`src/rtl/engine_inv_key_generator.sv`:
```
// ---------------------------------------------------------------------------
// engine_inv_key_generator
//   Inverse AES-128 key schedule. Starting from the round-10 key, walks the
//   expansion backwards one round per step and exposes all eleven round keys
//   in parallel; round0_key is the recovered cipher key. transformer_start
//   tells the downstream inverse transformer that every key is valid.
//
// Ports
//   clk                        system clock, rising edge
//   rst_                       synchronous active-high reset
//   key_in[127:0]              round-10 key (w40 in [127:96] .. w43 in [31:0])
//   key_start                  level start request, sampled only in IDLE
//   transformer_start          high once all round keys are valid
//   round0_key..round10_key    round keys
//
// Optional build macro: INV_KEY_SBOX_REG_EN
//   When defined, a register stage follows SubWord and each backward step
//   takes two cycles instead of one. Key values are the same in both builds.
// ---------------------------------------------------------------------------
module engine_inv_key_generator (
    input  logic         clk,
    input  logic         rst_,
    input  logic [127:0] key_in,
    input  logic         key_start,
    output logic         transformer_start,
    output logic [127:0] round0_key,
    output logic [127:0] round1_key,
    output logic [127:0] round2_key,
    output logic [127:0] round3_key,
    output logic [127:0] round4_key,
    output logic [127:0] round5_key,
    output logic [127:0] round6_key,
    output logic [127:0] round7_key,
    output logic [127:0] round8_key,
    output logic [127:0] round9_key,
    output logic [127:0] round10_key
);

    typedef enum logic [1:0] {IDLE, RUN, DONE} state_t;

    // Forward AES S-box, entry 0x00 in the most significant byte.
    localparam logic [2047:0] SBOX_TBL = {
        128'h637c777bf26b6fc53001672bfed7ab76,
        128'hca82c97dfa5947f0add4a2af9ca472c0,
        128'hb7fd9326363ff7cc34a5e5f171d83115,
        128'h04c723c31896059a071280e2eb27b275,
        128'h09832c1a1b6e5aa0523bd6b329e32f84,
        128'h53d100ed20fcb15b6acbbe394a4c58cf,
        128'hd0efaafb434d338545f9027f503c9fa8,
        128'h51a3408f929d38f5bcb6da2110fff3d2,
        128'hcd0c13ec5f974417c4a77e3d645d1973,
        128'h60814fdc222a908846eeb814de5e0bdb,
        128'he0323a0a4906245cc2d3ac629195e479,
        128'he7c8376d8dd54ea96c56f4ea657aae08,
        128'hba78252e1ca6b4c6e8dd741f4bbd8b8a,
        128'h703eb5664803f60e613557b986c11d9e,
        128'he1f8981169d98e949b1e87e9ce5528df,
        128'h8ca1890dbfe6426841992d0fb054bb16
    };

    function automatic logic [7:0] sbox(input logic [7:0] x);
        // (255 - x) * 8 == {~x, 3'b000}
        return SBOX_TBL[{~x, 3'b000} +: 8];
    endfunction

    function automatic logic [7:0] rcon(input logic [3:0] r);
        case (r)
            4'd1:    return 8'h01;
            4'd2:    return 8'h02;
            4'd3:    return 8'h04;
            4'd4:    return 8'h08;
            4'd5:    return 8'h10;
            4'd6:    return 8'h20;
            4'd7:    return 8'h40;
            4'd8:    return 8'h80;
            4'd9:    return 8'h1b;
            4'd10:   return 8'h36;
            default: return 8'h00;
        endcase
    endfunction

    state_t         r_state;
    state_t         w_state_nxt;
    logic [3:0]     r_round;
    logic [127:0]   r_keys [0:10];
    logic           r_ts;

    logic [127:0]   w_cur;
    logic [31:0]    w_d_n, w_c_n, w_b_n;
    logic [31:0]    w_rot;
    logic [31:0]    w_sub;
    logic [127:0]   w_prev;
    logic           w_step_fire;

    // Backward step: recover key r-1 from key r = (a,b,c,d).
    assign w_cur = r_keys[r_round];
    assign w_d_n = w_cur[31:0]  ^ w_cur[63:32];
    assign w_c_n = w_cur[63:32] ^ w_cur[95:64];
    assign w_b_n = w_cur[95:64] ^ w_cur[127:96];
    assign w_rot = {w_d_n[23:0], w_d_n[31:24]};
    assign w_sub = {sbox(w_rot[31:24]), sbox(w_rot[23:16]),
                    sbox(w_rot[15:8]),  sbox(w_rot[7:0])};

`ifdef INV_KEY_SBOX_REG_EN
    logic           r_phase;
    logic [31:0]    r_sub, r_dn, r_cn, r_bn;

    // Word a is still intact in r_keys[r_round] during the second cycle.
    assign w_prev      = {w_cur[127:96] ^ r_sub ^ {rcon(r_round), 24'h0},
                          r_bn, r_cn, r_dn};
    assign w_step_fire = (r_state == RUN) && r_phase;

    always_ff @(posedge clk) begin
        if (rst_) begin
            r_phase <= 1'b0;
            r_sub   <= '0;
            r_dn    <= '0;
            r_cn    <= '0;
            r_bn    <= '0;
        end else if (r_state == RUN) begin
            r_phase <= ~r_phase;
            if (!r_phase) begin
                r_sub <= w_sub;
                r_dn  <= w_d_n;
                r_cn  <= w_c_n;
                r_bn  <= w_b_n;
            end
        end else begin
            r_phase <= 1'b0;
        end
    end
`else
    assign w_prev      = {w_cur[127:96] ^ w_sub ^ {rcon(r_round), 24'h0},
                          w_b_n, w_c_n, w_d_n};
    assign w_step_fire = (r_state == RUN);
`endif

    always_comb begin
        w_state_nxt = r_state;
        unique case (r_state)
            IDLE:    if (key_start) w_state_nxt = RUN;
            RUN:     if (w_step_fire && r_round == 4'd1) w_state_nxt = DONE;
            DONE:    if (!key_start) w_state_nxt = IDLE;
            default: w_state_nxt = IDLE;
        endcase
    end

    always_ff @(posedge clk) begin
        if (rst_) r_state <= IDLE;
        else      r_state <= w_state_nxt;
    end

    always_ff @(posedge clk) begin
        if (rst_) begin
            r_round <= '0;
            r_ts    <= 1'b0;
            for (int unsigned i = 0; i < 11; i++) r_keys[i] <= '0;
        end else begin
            if (r_state == IDLE && key_start) begin
                r_keys[10] <= key_in;
                r_round    <= 4'd10;
                r_ts       <= 1'b0;
            end else if (w_step_fire) begin
                r_keys[r_round - 4'd1] <= w_prev;
                r_round                <= r_round - 4'd1;
                if (r_round == 4'd1) r_ts <= 1'b1;
            end
        end
    end

    assign transformer_start = r_ts;
    assign round0_key  = r_keys[0];
    assign round1_key  = r_keys[1];
    assign round2_key  = r_keys[2];
    assign round3_key  = r_keys[3];
    assign round4_key  = r_keys[4];
    assign round5_key  = r_keys[5];
    assign round6_key  = r_keys[6];
    assign round7_key  = r_keys[7];
    assign round8_key  = r_keys[8];
    assign round9_key  = r_keys[9];
    assign round10_key = r_keys[10];

endmodule

```
`config.mk`:
```
export PLATFORM = sky130hd
export DESIGN_NAME = engine_inv_key_generator
export DESIGN_NICKNAME = d
export VERILOG_FILES = /design/src/rtl/engine_inv_key_generator.sv
export SDC_FILE = /design/constraint.sdc
export NUM_CORES = 2
export LEC_CHECK = 0
export CELL_PAD_IN_SITES_DETAIL_PLACEMENT = 1
export CELL_PAD_IN_SITES_GLOBAL_PLACEMENT = 1
export CORE_AREA = 2 2 595 597
export CTS_CLUSTER_SIZE = 12
export DETAILED_ROUTE_END_ITERATION = 10
export DIE_AREA = 0 0 597 599
export PLACE_DENSITY = 0.55
export SLEW_MARGIN = 5
export SYNTH_ARGS = -nofsm -noshare
export SYNTH_HDL_FRONTEND = slang
export SYNTH_SLANG_ARGS = --single-unit
```
`constraint.sdc`:
```
create_clock -name clk -period 18.8 [get_ports clk]
set_input_delay 3.76 -clock clk [delete_from_list [all_inputs] [get_ports clk]]
set_output_delay 3.76 -clock clk [all_outputs]
set_load 0.005 [all_outputs]
```
After elaboration in Yosys (flattened, before gate mapping) --
Memories as Yosys holds them, arrays and structs flattened. Cells that the tools add are included.
Operators by class: $add $sub $neg 1, multipliers 0, divide/modulo/power cells 0, $lt $le $gt $ge 0, eq/ne operators 6, shifts and indexed selects 4, muxes and demuxes 19, bitwise gates (word level) 10, reduce and logical (&&, ||, !) cells 8
Operators with widths (number):
- 2048-bit by 12-bit indexed part select with 8-bit output (first input constant) | 4
- 128-bit two-way mux | 2
- 32-bit XOR | 5
- 128-bit OR reduction | 1
- 8-bit NOT | 4
- 4-bit two-way mux | 3
- 1-bit two-way mux | 10
- 2-bit two-way mux | 3
- 2-bit case mux with 3 select lines | 1
- 4-bit by 1-bit equality test with 1-bit output (second input constant) | 1
- 2-bit != test (second input constant) | 2
- 4-bit by 1-bit subtractor with 4-bit output (second input constant) | 1
- 3-bit AND reduction | 1
- 2-bit by 1-bit equality test with 1-bit output (second input constant) | 1
- 2-bit equality test (second input constant) | 1
- 1-bit logical AND | 2
- 2-bit logical NOT | 1
- 2-bit by 1-bit != test with 1-bit output (second input constant) | 1
- 2-bit AND reduction | 1
- 2-bit nonzero test | 1
- 2-bit OR reduction | 1
- 1-bit OR | 1
Word-level totals: register bits 7, latch bits 0, bits in writable memories 1408, memory bits (read-only) 128, bits of input ports 131, word-level logic and storage cells 54, memories kept 2
Memory list:
- r_keys | depth 11, bits a word 128, rd ports 12, clocked after memory_dff 0, write ports 11, line 85 | logic [127:0] r_keys [0:10];
- (no name shown) | depth 16, bits a word 8, rd ports 1, clocked after memory_dff 0, write ports 0, line 67 | case (r)

Logic depth before layout (Yosys ltp) --
word-level depth 7, depth in mapped cells 24

Worst setup path after synthesis --
OpenSTA, ideal clock, no wires.
path type input port to flip-flop, from in rst_, to mem r_keys[10][0], enable pin, setup time 0.792 ns, data arrival time 13.956 ns, required time 18.008 ns, path slack 4.051 ns, cell stages on the path 7, buffers on the path 4, cell sequence clkbuf_1 > nor2_1 > clkbuf_1 > clkbuf_1 > clkbuf_1 > nand3_1 > o21ai_0
RTL lines:
- start: declaration | line 22 | input logic rst_,
- end: declaration | line 85

==> metrics.yaml <==
run_status:
  status: "complete, but fails checks"
  violations: "slew limit"
timing:
  fmax_ghz: 0.115
  final_max_slew_viol_count: 39
  finalCriticalPeriod_ps: 8700
  worstMarginPinSlew_ps: 1730
  rsz0062_at_grt: "false"
  timing.final.crit_share_pct: 46.3
  clock_skew_ps: 116
  max_slew_margin_pct: -15.5
  final.setup.tns_ps: 0
  setup_viol: 0
  hold_viol_final: 0
place:
  dp_hpwl_mm: 454
  port_buffers: 1539
  postPlaceCellArea_um2: 123000
  place_congestion: 0.975
die:
  design.die.area_um2: 358000
  rows: 218
  top_level_ports: 1540
  die_h_um: 599
  die_x_um: 597
  core_um2: 351000
  initial_utilization_pct: 29.2
clock_network:
  cts_root_buf: "clkbuf_16"
  clock_sinks: 2055
  cts_resized: 0
  cts_buffers: 238
  cts_max_level: 4
  path_clk_slew_ps: 70
  insertion_delay_ps: 990
  post_cts_buffers: 0
  cts_tree: "built"
  ctsHoldBuffers: 0
  cts_buffer_depth: 4
final_layout:
  fin_nets: 9218
  drive_gt1_share_pct: 15.1
  post-route-util_pct: 37.1
  syn_to_final_growth_pct: 27.1
  fill_cells: 36600
  design_area_um2: 130000
critical_path:
  r2r-start: "r_round[1]$_SDFFE_PP0P_"
  start_kind: "flip-flop"
  worst-path-max-fanout: 86
  worstSetupPathType: "reg -> reg"
  crit_required_ps: 19370
  crit_start: "r_round[1]$_SDFFE_PP0P_"
  crit_chain: "buf_4, buf_12, buf_4, mux4_2, a22oi_1, nand2_1, xor2_2, buf_4, inv_2, ha_1, nor2_1, o21ai_1, a311oi_1, nor4_1, or4_1, nand3_1, nand2_1"
  slowest_delay_ps: 920
  path_common_cell: "buf_4"
  worst_path_max_delay_cell: "nor2_1"
  endpoint_kind: "flip-flop"
  critical_path_arrival_ps: 9270
drt:
  wl_met1_mm: 236
  ant_nets: 0
  routed_via_density: 5.96
  wl_met3_mm: 54.1
  drt-pass1-iter-count: 6
  vias: 82700
  wl_mm: 626
  drt-initial-drc-count: 10200
  dr.max_layer_used: "met5"
  post_drt_wl_per_cell_um: 45.2
  drc: 0
  wl_met2_mm: 296
grt:
  globalRouteOverflowTotal: 0
  grt_pass1_wl_mm: 818
  antenna_found_initial: 42
  track_usage_pct: 34.0
  grt_max_degree: 91
  grt_pass1_vias: 82000
min_path:
  min_from: "r_state[1]$_SDFFE_PP0P_"
  hold_path.class: "reg -> reg"
yosys:
  synth_top_area_share_pct: 60.0
  syn_nets: 7898
  syn_area_per_cell_um2: 13.3
  synth_top_cell_by_area: "edfxtp_1"
  syn_area_um2: 103000
  synthCells: 7709
  synth_area_leaders: "edfxtp_1 60%, mux4_2 12%, nor2_1 4.3%"
  synth_seq_cells: 2055
  synth_most_common_cell: "edfxtp_1"
  synth_ff_type: "edfxtp_1"
  synth-async-reset-ratio_pct: 0
  synthTopCellsByCount: "2048 x edfxtp_1, 1187 x nor2_1, 584 x nand2_1"
  synth-edff-count: 2048
  yosys_warnings: 0
  synth_cell_types: 115
  yosysSeqAreaShare_pct: 60.1
power_and_ir_drop:
  p_per_area_nw_per_um2: 137
  peakVddDrop_mv: 0.0813
  leakage_nw: 43.8
flow_run:
  drv_cap: 0
-- layout by cell type, fill, tap and decap left out, types with 74 or more instances in the layout --
master,instances
o211ai_1,83
o21ai_0,187
a21oi_1,338
a31oi_1,74
nor3_1,168
clkbuf_16,239
nor2_1,1177
nand3_1,138
edfxtp_1,2048
inv_1,122
mux4_2,539
nand2_1,580
a22oi_1,84
clkdlybuf4s50_1,1539
xor2_1,97
mux2i_1,124
buf_4,276
-- report_power, final --
group / switching (mW) / internal [mW] / leakage [nW]
combinational: 5.47 / 2.11 / 19.6
clock: 2.03 / 2.57 / 3.62
sequential: 0.260 / 5.40 / 20.6
-- cell families after synthesis --
| kind of cell | count (synthesis) | synth area share, % |
|---|---|---|
| AOI/OAI and AO/OA | 1461 | 9.87 |
| and+or+nand+nor | 2351 | 9.81 |
| DFF | 2055 | 60.1 |
| buffers and inverters | 890 | 4.15 |
| xor gates and xnor gates | 187 | 1.73 |
| muxes | 707 | 13.6 |
| adders and majority gates | 58 | 0.708 |
-- critical path, delay by kind of cell, from the launching register on --
kind / cells / cell delay [ps]
AND/OR/NAND/NOR: 6 / 2470
buffers and inverters: 5 / 2450
AO/OA/AOI/OAI: 3 / 1180
adder cells (fa/ha/maj): 1 / 600
flip-flops: 1 / 540
multiplexers: 1 / 460
XOR/XNOR: 1 / 250
-- routing by layer --
metal / vias to the layer above / global-route usage [%]
met5: - / 0
met4: 18 / 18.2
met3: 920 / 8.08
met2: 4700 / 55.7
met1: 44700 / 41.5
li1: 32400 / -
-- through the flow --
stage	setup slack (ps)	cells	power (mW)	hold WS, ps
6_report	10100	13900	17.8	619
4_1_cts	10240	13800	17.7	614
3_3_place_gp	9630	13400	13.2	588
2_1_floorplan	4050	7709	9.35	463
3_5_place_dp	9600	13400	13.1	597
5_1_grt	9970	13900	18.2	646
-- state kept, by name, summed over array words and instances (netlist names) --
signal             cells
transformer_start      1
r_round                4
r_state                2
r_keys              2048
-- area by class of cell --
cell class | instances | area, um^2 | area share (%)
inverters | 148 | 559 | 0.429
diodes | 16 | 40.0 | 0.0307
well taps | 4620 | 5780 | 4.43
flip-flops and latches | 2055 | 61700 | 47.3
repair buffers | 1822 | 17600 | 13.5
multi-input cells | 4764 | 37300 | 28.6
clock inverters | 134 | 1220 | 0.936
clock buffers | 301 | 6210 | 4.77
-- final timing paths --
check / end / cells after the start / slack [ps]
setup / recovery: r_keys[9][116]$_DFFE_PP_ / 17 / 10100
hold / removal: r_state[1]$_SDFFE_PP0P_ / 2 / 620
setup reg to reg: r_keys[9][116]$_DFFE_PP_ / 17 / 10100
hold reg to reg: r_state[1]$_SDFFE_PP0P_ / 2 / 620
No activity file was read; power rests on OpenSTA's default activity.
